--- config.mk ---
export PLATFORM = sky130hd
export DESIGN_NAME = mul_iter_flat
export DESIGN_NICKNAME = d
export VERILOG_FILES = /design/src/rtl/mul_iter_if.sv /design/src/rtl/mul_iter.sv /design/src/flat_wrapper.sv
export SDC_FILE = /design/constraint.sdc
export NUM_CORES = 1
export LEC_CHECK = 0
export ABC_AREA = 0
export ABC_CLOCK_PERIOD_IN_PS = 10500
export BUFFER_PORTS_ARGS = -buffer_cell sky130_fd_sc_hd__buf_2
export CAP_MARGIN = 15
export CORE_MARGIN = 5
export CORE_UTILIZATION = 64
export CTS_CLUSTER_DIAMETER = 50
export CTS_CLUSTER_SIZE = 12
export DETAILED_ROUTE_END_ITERATION = 6
export HOLD_SLACK_MARGIN = 0.12
export PLACE_DENSITY = 0.84
export SETUP_SLACK_MARGIN = 0.02
export SYNTH_ARGS = -nofsm -noshare
export SYNTH_HDL_FRONTEND = slang
export SYNTH_SLANG_ARGS = --single-unit
--- constraint.sdc ---
create_clock -name mul_clk -period 10.5 [get_ports mul_clk]
set_input_delay 0.525 -clock mul_clk [delete_from_list [all_inputs] [get_ports mul_clk]]
set_output_delay 0.525 -clock mul_clk [all_outputs]
set_load 0.01 [all_outputs]
--- src/rtl/mul_iter_if.sv ---
//------------------------------------------------------------------------------
// Module      : mul_iter_if
// Description : Request/response handshake bundle for the iterative multiplier.
// Revision    : 1.0 - initial release
//------------------------------------------------------------------------------
`default_nettype none

interface mul_iter_if #(
    parameter int WIDTH = 32
);
    logic                 mul_valid;
    logic                 mul_ready;
    logic                 mul_signed;
    logic [WIDTH-1:0]     x;
    logic [WIDTH-1:0]     y;
    logic                 cancel;
    logic                 out_valid;
    logic                 out_ready;
    logic [2*WIDTH-1:0]   result;

    // Requester side: issues operands, consumes the product.
    modport master (
        output mul_valid, mul_signed, x, y, cancel, out_ready,
        input  mul_ready, out_valid, result
    );

    // Multiplier side.
    modport slave (
        input  mul_valid, mul_signed, x, y, cancel, out_ready,
        output mul_ready, out_valid, result
    );
endinterface

`default_nettype wire

--- src/rtl/mul_iter.sv ---
//------------------------------------------------------------------------------
// Module      : mul_iter
// Description : Radix-2 shift-add multiplier, fixed WIDTH-cycle latency, with
//               sign-magnitude handling of signed operands and flush support.
// Revision    : 1.0 - initial release
//------------------------------------------------------------------------------
`default_nettype none

module mul_iter #(
    parameter int WIDTH = 32
) (
    input  wire logic   mul_clk,
    input  wire logic   reset,
    mul_iter_if.slave   bus
);
    localparam int              c_PROD_W   = 2 * WIDTH;
    localparam int              c_CNT_W    = $clog2(WIDTH) + 1;
    localparam logic [c_CNT_W-1:0] c_LAST_CNT = c_CNT_W'(WIDTH - 1);

    localparam logic [1:0] c_IDLE = 2'd0;
    localparam logic [1:0] c_BUSY = 2'd1;
    localparam logic [1:0] c_DONE = 2'd2;

    logic [1:0]             r_state;
    logic [c_CNT_W-1:0]     r_count;
    logic [c_PROD_W-1:0]    r_acc;
    logic [c_PROD_W-1:0]    r_mcand;
    logic [WIDTH-1:0]       r_mplier;
    logic                   r_neg;
    logic [c_PROD_W-1:0]    r_result;

    logic [WIDTH-1:0]       w_x_abs;
    logic [WIDTH-1:0]       w_y_abs;
    logic [c_PROD_W-1:0]    w_acc_next;

    // 0x80..0 maps onto itself, which is the correct unsigned magnitude.
    assign w_x_abs = (bus.mul_signed && bus.x[WIDTH-1]) ? (~bus.x + WIDTH'(1)) : bus.x;
    assign w_y_abs = (bus.mul_signed && bus.y[WIDTH-1]) ? (~bus.y + WIDTH'(1)) : bus.y;

    assign w_acc_next = r_mplier[0] ? (r_acc + r_mcand) : r_acc;

    assign bus.mul_ready = (r_state == c_IDLE);
    assign bus.out_valid = (r_state == c_DONE);
    assign bus.result    = r_result;

    always_ff @(posedge mul_clk or posedge reset) begin
        if (reset) begin
            r_state  <= c_IDLE;
            r_count  <= '0;
            r_acc    <= '0;
            r_mcand  <= '0;
            r_mplier <= '0;
            r_neg    <= 1'b0;
            r_result <= '0;
        end else begin
            case (r_state)
                c_IDLE: begin
                    if (!bus.cancel && bus.mul_valid) begin
                        r_mcand  <= {{WIDTH{1'b0}}, w_x_abs};
                        r_mplier <= w_y_abs;
                        r_neg    <= bus.mul_signed & (bus.x[WIDTH-1] ^ bus.y[WIDTH-1]);
                        r_count  <= '0;
                        r_acc    <= '0;
                        r_state  <= c_BUSY;
                    end
                end
                c_BUSY: begin
                    if (bus.cancel) begin
                        r_state <= c_IDLE;
                    end else begin
                        r_acc    <= w_acc_next;
                        r_mcand  <= r_mcand << 1;
                        r_mplier <= r_mplier >> 1;
                        r_count  <= r_count + c_CNT_W'(1);
                        // Result is registered from this cycle's sum, so no extra cycle.
                        if (r_count == c_LAST_CNT) begin
                            r_state  <= c_DONE;
                            r_result <= r_neg ? (~w_acc_next + c_PROD_W'(1)) : w_acc_next;
                        end
                    end
                end
                c_DONE: begin
                    if (bus.cancel || bus.out_ready) begin
                        r_state <= c_IDLE;
                    end
                end
                default: r_state <= c_IDLE;
            endcase
        end
    end
endmodule

`default_nettype wire

--- src/flat_wrapper.sv ---
// flat-port wrapper written by rule: the top's interface ports become plain ports
module mul_iter_flat 
#(
    parameter int WIDTH = 32
)
  (mul_clk, reset, bus_mul_valid, bus_mul_signed, bus_x, bus_y, bus_cancel, bus_out_ready, bus_mul_ready, bus_out_valid, bus_result);
  mul_iter_if #(.WIDTH(WIDTH)) bus_i ();
  input  wire logic mul_clk;
  input  wire logic reset;
  input wire logic [$bits(bus_i.mul_valid)-1:0] bus_mul_valid;
  input wire logic [$bits(bus_i.mul_signed)-1:0] bus_mul_signed;
  input wire logic [$bits(bus_i.x)-1:0] bus_x;
  input wire logic [$bits(bus_i.y)-1:0] bus_y;
  input wire logic [$bits(bus_i.cancel)-1:0] bus_cancel;
  input wire logic [$bits(bus_i.out_ready)-1:0] bus_out_ready;
  output wire logic [$bits(bus_i.mul_ready)-1:0] bus_mul_ready;
  output wire logic [$bits(bus_i.out_valid)-1:0] bus_out_valid;
  output wire logic [$bits(bus_i.result)-1:0] bus_result;
  assign bus_i.mul_valid = bus_mul_valid;
  assign bus_i.mul_signed = bus_mul_signed;
  assign bus_i.x = bus_x;
  assign bus_i.y = bus_y;
  assign bus_i.cancel = bus_cancel;
  assign bus_i.out_ready = bus_out_ready;
  assign bus_mul_ready = bus_i.mul_ready;
  assign bus_out_valid = bus_i.out_valid;
  assign bus_result = bus_i.result;
  mul_iter #(.WIDTH(WIDTH)) u_core (.mul_clk(mul_clk), .reset(reset), .bus(bus_i));
endmodule
==> qor.csv, run 1 <==
stage,metric,value,unit
placement,dp_hpwl,40.06,mm
placement,dp.cells,2479,
status,status,"complete, no violations",
routing,drt_iter0_markers,1677,
routing,viasPerCell,6.595,
routing,vias,16660,
min_path,hp-class,primary input to flop,
worst_setup_path,cp_max_fo,7,
floorplanning,die_w,171.9,um
grt,antenna_found_initial,0,
timing,finalMaxSlewViolations,0,
floorplanning,die_h,171.9,um
job,drv_cap,0,
placement,post-place-ws,5.236,ns
final_layout,fill_cells,2009,
routing,wl,54.04,mm
placement,port_buffers,135,
floorplanning,rows,59,
yosys,ys_ff_latch,233,
power_and_ir_drop,p_leak,8.153,nW
worst_setup_path,worstPathArrival,5.92,ns
cts,postCtsHoldBufs,1,
yosys,synth.area.top_cells,"dfrtp_1 (35%), o21ai_0 (8.2%), nand2_1 (7.2%)",
yosys,synth.cell_area,16770,sq um
final_layout,register_area,5832,sq um
yosys,yosysMostFrequentCell,nand2_1,
worst_setup_path,slowest_delay,0.64,ns
power_and_ir_drop,cellPowerDensity,205.0,nW/um^2
floorplanning,initial_core_util,64.71,%
cts,ctsLongestPathBuffers,3,
worst_setup_path,critPathRequiredTime,10.94,ns
cts,cts_setup_buffers,0,
worst_setup_path,crit_top_cell,o21ai_1,
cts,clk_pin_slew,0.06,ns
routing,drc,0,
cts,clock-sinks,233,
final_layout,diodes,0,
timing,relSlewSlack,25.00,%
final_layout,instances_no_fill,2526,
timing,fin_skew,0.02464,ns
cts,numCtsBuffers,29,
routing,drt_pass1_iterations,6,
cts,post_cts_resized,0,
final_layout,fin_nets,2314,
worst_setup_path,worstReg2RegStart,u_core.r_mcand[0]$_DFFE_PP0P_,
timing,min_period_over_period,52.15,%
floorplanning,fp.coreArea,25910,sq um
grt,overflow,0,
min_path,holdPathEnd,u_core.r_state[1]$_DFFE_PP0P_,
grt,grt_pass1_vias,15900,
yosys,ys.warnings.count,0,
timing,fin_ws,5.024,ns
timing,layout_min_cycle_time,5.476,ns
worst_setup_path,r2r_slack,5.02,ns
cts,clk-insertion-delay-late,0.57,ns
yosys,synthTopCellsByCount,"nand2_1 (321), o21ai_0 (275), dfrtp_1 (233), a21oi_1 (219), nor2_1 (168)",
grt,track_usage,35.99,%
worst_setup_path,rr_endpoint,u_core.bus.result[63]$_DFFE_PP0P_,
worst_setup_path,cp-startpoint,u_core.r_mcand[0]$_DFFE_PP0P_,
yosys,async_flop_share,100.0,%
yosys,yosysSeqAreaShare,34.78,%
worst_setup_path,slowest_stage,a221oi_1,
worst_setup_path,ff2ff_path_depth,16,
power_and_ir_drop,ir_drop,0.2087,mV
timing,worst_pin_slew,1.122,ns
grt,grt_pass1_wl,85.17,mm
worst_setup_path,cp-start-kind,flop,
placement,place_congestion,1.060,
yosys,synth_top_area_share,34.78,%
worst_setup_path,path_class,flop to flop,
cts,cts_root_buffer,clkbuf_16,
final_layout,drive_gt1_share,11.00,%
yosys,yosysUniqueCellTypes,86,
min_path,min-delay-start,bus_cancel,
final_layout,area_growth,10.07,%
timing,hold_viol_final,0,
yosys,avgSynthCellArea,7.935,sq um
min_path,hold_path_depth,2,
worst_setup_path,cp-end-kind,flop,
routing,routedWlPerCell,21.40,um
timing,fmax,0.1826,GHz
timing,fin_tns_setup,0,ns
yosys,synth_largest_area_cell,dfrtp_1,
power_and_ir_drop,power,0.003783,W
cts,cts_tree,yes,
floorplanning,io_pins,136,
timing,setup_viol,0,
routing,ant_nets,0,
worst_setup_path,crit_path_cell_trace,ha_1 > inv_1 > fa_1 > nor2b_1 > o31a_1 > o21ai_1 > a21boi_0 > o21ai_0 > a221oi_1 > o2111ai_1 > or3b_4 > or4_4 > or2_4 > o41ai_4 > xnor2_1 > o21ai_1,
final_layout,multi_input_area,10360,sq um
yosys,synth_edf_count,0,
yosys,synth_ff_type,dfrtp_1,
yosys,syn_inst,2113,
timing,rsz0062_at_grt,false,
floorplanning,die_area,29530,sq um
grt,grt_max_degree,114,
yosys,syn_nets,2251,
cts,h-tree-depth,1,
==> worst max-delay path: cells and delay by family (launching register included) <==
| kind | cells | cell delay, ns |
|---|---|---|
| buf+inv | 1 | 0.07 |
| xor+xnor | 1 | 0.15 |
| fa+ha+maj | 2 | 0.60 |
| compound gates | 8 | 2.47 |
| simple gates | 4 | 1.68 |
| flops | 1 | 0.39 |
==> logic make-up after synthesis <==
kind of cell	share of synthesized area (%)
buffers and inverters	3.664
DFF	34.78
adders and majority gates	5.119
and+or+nand+nor	19.47
muxes	1.649
xor gates and xnor gates	7.836
AOI/OAI and AO/OA	27.49
==> power breakdown <==
group | switching [W] | leakage (nW) | internal, W
registers | 0.000133 | 3.14 | 0.00103
logic | 0.00111 | 4.59 | 0.000571
clock network | 0.000404 | 0.429 | 0.000539
==> layer usage <==
layer  wire [um]  GRT usage [%]  up-vias
li1            -              -     7753
met1       21620          46.93     7933
met2       25740          61.12      806
met3        4133          5.327      168
met4        2553          13.50        0
met5           0              0        -
==> worst max path at each step <==
| stage | to | slack [ns] | cells past startpoint |
|---|---|---|---|
| floorplan | u_core.bus.result[0]$_DFFE_PP0P_ | 3.59 | 1 |
| global placement | u_core.bus.result[63]$_DFFE_PP0P_ | 5.32 | 16 |
| detailed placement | u_core.bus.result[63]$_DFFE_PP0P_ | 5.24 | 14 |
| CTS | u_core.bus.result[63]$_DFFE_PP0P_ | 5.17 | 16 |
| global route | u_core.bus.result[63]$_DFFE_PP0P_ | 4.80 | 16 |
| finish | u_core.bus.result[63]$_DFFE_PP0P_ | 5.02 | 16 |
==> sequential cells by signal (all words and copies together) (netlist names) <==
name,cells
u_core.r_mplier,32
u_core.r_neg,1
u_core.r_mcand,64
u_core.bus.result,64
u_core.r_count,6
u_core.r_acc,64
u_core.r_state,2
==> metrics by stage <==
step           hold WS, ns  cell area [sq um]  util (%)
3_3_place_gp        0.4590              17560     67.79
6_report            0.2074              18460     71.23
4_1_cts             0.1999              18460     71.23
3_5_place_dp        0.4644              17560     67.79
5_1_grt             0.2182              18460     71.23
2_1_floorplan       0.4502              16770         -
==> layout make-up <==
| cell class | count | area share (%) |
|---|---|---|
| clock inverters | 13 | 0.7051 |
| flip-flops and latches | 233 | 31.60 |
| well taps | 335 | 2.271 |
| clock buffers | 33 | 4.068 |
| inverters | 40 | 0.8542 |
| repair buffers | 152 | 4.366 |
| multi-input cells | 1720 | 56.14 |
==> cell usage in the layout, fill, tap and decap left out, types with 15 or more instances in the layout <==
master	instances
a21o_1	18
nand2_1	320
mux2i_1	22
clkbuf_16	29
a211oi_1	16
a31oi_1	19
a21oi_1	219
o21ai_0	275
ha_1	67
o211ai_1	16
xor2_1	51
a22o_1	41
buf_4	16
o21ai_1	15
o21a_1	20
xnor2_1	99
buf_2	135
or3_1	29
nor3_1	45
o31ai_1	21
dfrtp_1	232
nand3_1	24
inv_1	37
nand4_1	41
nor2_1	167
(Power assumes the default switching activity.)
==> run 2, diff against run 1 <==
- ABC_AREA: 0 -> 1
- ABC_CLOCK_PERIOD_IN_PS: 10500 -> 5300
- CORE_UTILIZATION: 64 -> 63
- PLACE_DENSITY: 0.84 -> 0.83
- clock period: 10.5 -> 5.3 ns (I/O delays scaled with it)
==> qor.csv, run 2 <==
stage,metric,value,unit
status,status,"complete, no violations",
worst_setup_path,worstReg2RegStart,u_core.r_acc[34]$_DFFE_PP0P_,
cts,post_cts_resized,0,
worst_setup_path,cp-startpoint,u_core.r_acc[34]$_DFFE_PP0P_,
yosys,yosysUniqueCellTypes,52,
yosys,async_flop_share,100.0,%
yosys,synth_edf_count,0,
grt,overflow,0,
cts,postCtsHoldBufs,47,
cts,cts_root_buffer,clkbuf_16,
timing,fin_ws,1.214,ns
power_and_ir_drop,cellPowerDensity,416.7,nW/um^2
grt,antenna_found_initial,0,
power_and_ir_drop,power,0.009088,W
yosys,yosysSeqAreaShare,30.08,%
timing,fin_tns_setup,0,ns
worst_setup_path,worstPathArrival,4.56,ns
timing,fmax,0.2448,GHz
worst_setup_path,critPathRequiredTime,5.78,ns
cts,h-tree-depth,1,
floorplanning,die_area,34380,sq um
final_layout,fill_cells,2527,
floorplanning,die_w,185.4,um
final_layout,diodes,0,
grt,grt_pass1_vias,20270,
floorplanning,rows,64,
grt,grt_max_degree,146,
timing,setup_viol,0,
cts,cts_tree,yes,
placement,place_congestion,1.079,
placement,dp_hpwl,52.47,mm
timing,rsz0062_at_grt,false,
worst_setup_path,slowest_stage,ha_1,
yosys,syn_inst,3174,
yosys,ys.warnings.count,0,
timing,fin_skew,0.05302,ns
timing,worst_pin_slew,1.104,ns
power_and_ir_drop,p_leak,11.85,nW
yosys,synth_largest_area_cell,dfrtp_1,
worst_setup_path,cp-end-kind,flop,
timing,layout_min_cycle_time,4.086,ns
final_layout,final_cell_mix,"nand2_1 (1136), inv_1 (451), o21ai_0 (249), dfrtp_1 (232), nor2_1 (224)",
yosys,ys_ff_latch,233,
grt,track_usage,40.25,%
worst_setup_path,crit_top_cell,nand2_1,
routing,routedWlPerCell,18.84,um
routing,vias,22160,
min_path,hp-class,primary input to flop,
placement,post-place-ws,1.470,ns
routing,viasPerCell,5.951,
yosys,synthTopCellsByCount,"nand2_1 (1136), inv_1 (455), o21ai_0 (249), dfrtp_1 (233), nor2_1 (225)",
job,drv_cap,0,
yosys,synth_top_area_share,30.08,%
timing,hold_viol_final,0,
cts,numCtsBuffers,28,
yosys,avgSynthCellArea,6.107,sq um
grt,grt_pass1_wl,108.9,mm
cts,cts_setup_buffers,0,
yosys,synth.area.top_cells,"dfrtp_1 (30%), nand2_1 (22%), inv_1 (8.8%)",
worst_setup_path,path_class,flop to flop,
worst_setup_path,crit_path_cell_trace,ha_1 > nand2_1 > nor2_1 > nand2_1 > nor2_1 > and3_1 > nand2_1 > nand2_1 > nand2_1 > nand3_1 > o21ai_0 > nor2_1 > nand2_1 > o21ai_0 > nand3_1 > nand3_1 > nand2_1,
final_layout,layout_commonest_cell,nand2_1,
yosys,synth.cell_area,19380,sq um
floorplanning,die_h,185.4,um
final_layout,area_growth,12.51,%
cts,clk_pin_slew,0.07,ns
worst_setup_path,cp_max_fo,5,
routing,drt_pass1_iterations,7,
min_path,min-delay-start,bus_x[12],
floorplanning,io_pins,136,
timing,relSlewSlack,26.37,%
yosys,syn_nets,3312,
worst_setup_path,crit_family,simple AND/OR/NAND/NOR gates,
routing,ant_nets,0,
yosys,synth_ff_type,dfrtp_1,
worst_setup_path,slowest_delay,0.49,ns
cts,clk-insertion-delay-late,0.60,ns
timing,finalMaxSlewViolations,0,
worst_setup_path,crit_buf_inv,0,
routing,drc,0,
yosys,yosysMostFrequentCell,nand2_1,
cts,clock-sinks,233,
placement,port_buffers,135,
floorplanning,fp.coreArea,30510,sq um
worst_setup_path,cp-start-kind,flop,
routing,wl,70.17,mm
routing,drt_iter0_markers,2864,
final_layout,drive_gt1_share,9.285,%
power_and_ir_drop,ir_drop,0.3403,mV
floorplanning,initial_core_util,63.53,%
final_layout,fin_nets,3449,
timing,min_period_over_period,77.09,%
cts,ctsLongestPathBuffers,3,
==> run 2: cell types whose count changed in the layout (fill, tap and decap cells not counted), sizes merged, moves of 27 or more <==
cell	change
inv	+425
a21oi	-92
nor2	+98
a22o	-34
o21ai	-27
xnor2	-92
nand2	+844
o22ai	+69
nand3	+207
or3	-29
dlygate4sd3	+46
==> run 2: layer usage <==
metal | part of all wire (%) | vias up | routed length, um | track usage, %
li1 | - | 10370 | - | -
met4 | 3.8 | 0 | 2680 | 12.16
met5 | 0 | - | 0 | 0
met1 | 41 | 10100 | 29010 | 58.77
met3 | 15 | 208 | 10370 | 12.47
met2 | 40 | 1488 | 28110 | 57.42
==> run 2: layout make-up <==
cell class	instances	area (sq um)	area share, %
well taps	396	495.5	2.272
clock buffers	35	757.0	3.471
multi-input cells	2375	11420	52.35
clock inverters	12	209.0	0.9581
inverters	475	1787	8.193
flip-flops and latches	233	5832	26.74
repair buffers	198	1311	6.013
==> run 2: final timing paths <==
| path | slack [ns] | depth (start not counted) | endpoint |
|---|---|---|---|
| worst max register to register | 1.21 | 17 | u_core.bus.result[52]$_DFFE_PP0P_ |
| min in group asynchronous | 0.25 | 3 | u_core.r_mcand[24]$_DFFE_PP0P_ |
| worst min register to register | 0.47 | 2 | u_core.bus.result[61]$_DFFE_PP0P_ |
| max in group asynchronous | 3.68 | 4 | u_core.r_mcand[39]$_DFFE_PP0P_ |
| worst max-delay path | 1.21 | 17 | u_core.bus.result[52]$_DFFE_PP0P_ |
| worst min-delay path | 0.13 | 4 | u_core.r_mcand[12]$_DFFE_PP0P_ |
==> run 2: per-stage QoR <==
step / cells / hold slack [ns] / util [%] / cell area, sq um
floorplan: 3174 / 0.3490 / - / 19390
global placement: 3628 / 0.2725 / 66.62 / 20320
detailed placement: 3628 / 0.2769 / 66.62 / 20320
CTS: 3722 / 0.1203 / 71.33 / 21760
global route: 3724 / 0.1367 / 71.48 / 21810
finish: 3724 / 0.1287 / 71.48 / 21810
==> run 2: cells by family after synthesis <==
family / share of synthesized area, %
AO/OA/AOI/OAI: 14.37
XOR/XNOR: 2.214
adder cells (fa/ha/maj): 4.428
buffers and inverters: 11.08
flip-flops: 30.08
AND/OR/NAND/NOR: 37.83
==> run 2: where the power goes <==
group          switching (W)  internal [W]
Combinational        0.00327       0.00135
Sequential          0.000331       0.00208
Clock               0.000835       0.00121
==> run 2: worst register-to-register path, cell delays in order (launching register included) <==
cell	delay [ns]
dfrtp_1	0.42
ha_1	0.49
nand2_1	0.16
nor2_1	0.43
nand2_1	0.22
nor2_1	0.30
and3_1	0.21
nand2_1	0.20
nand2_1	0.16
nand2_1	0.06
nand3_1	0.07
o21ai_0	0.30
nor2_1	0.26
nand2_1	0.12
o21ai_0	0.24
nand3_1	0.11
nand3_1	0.13
nand2_1	0.07
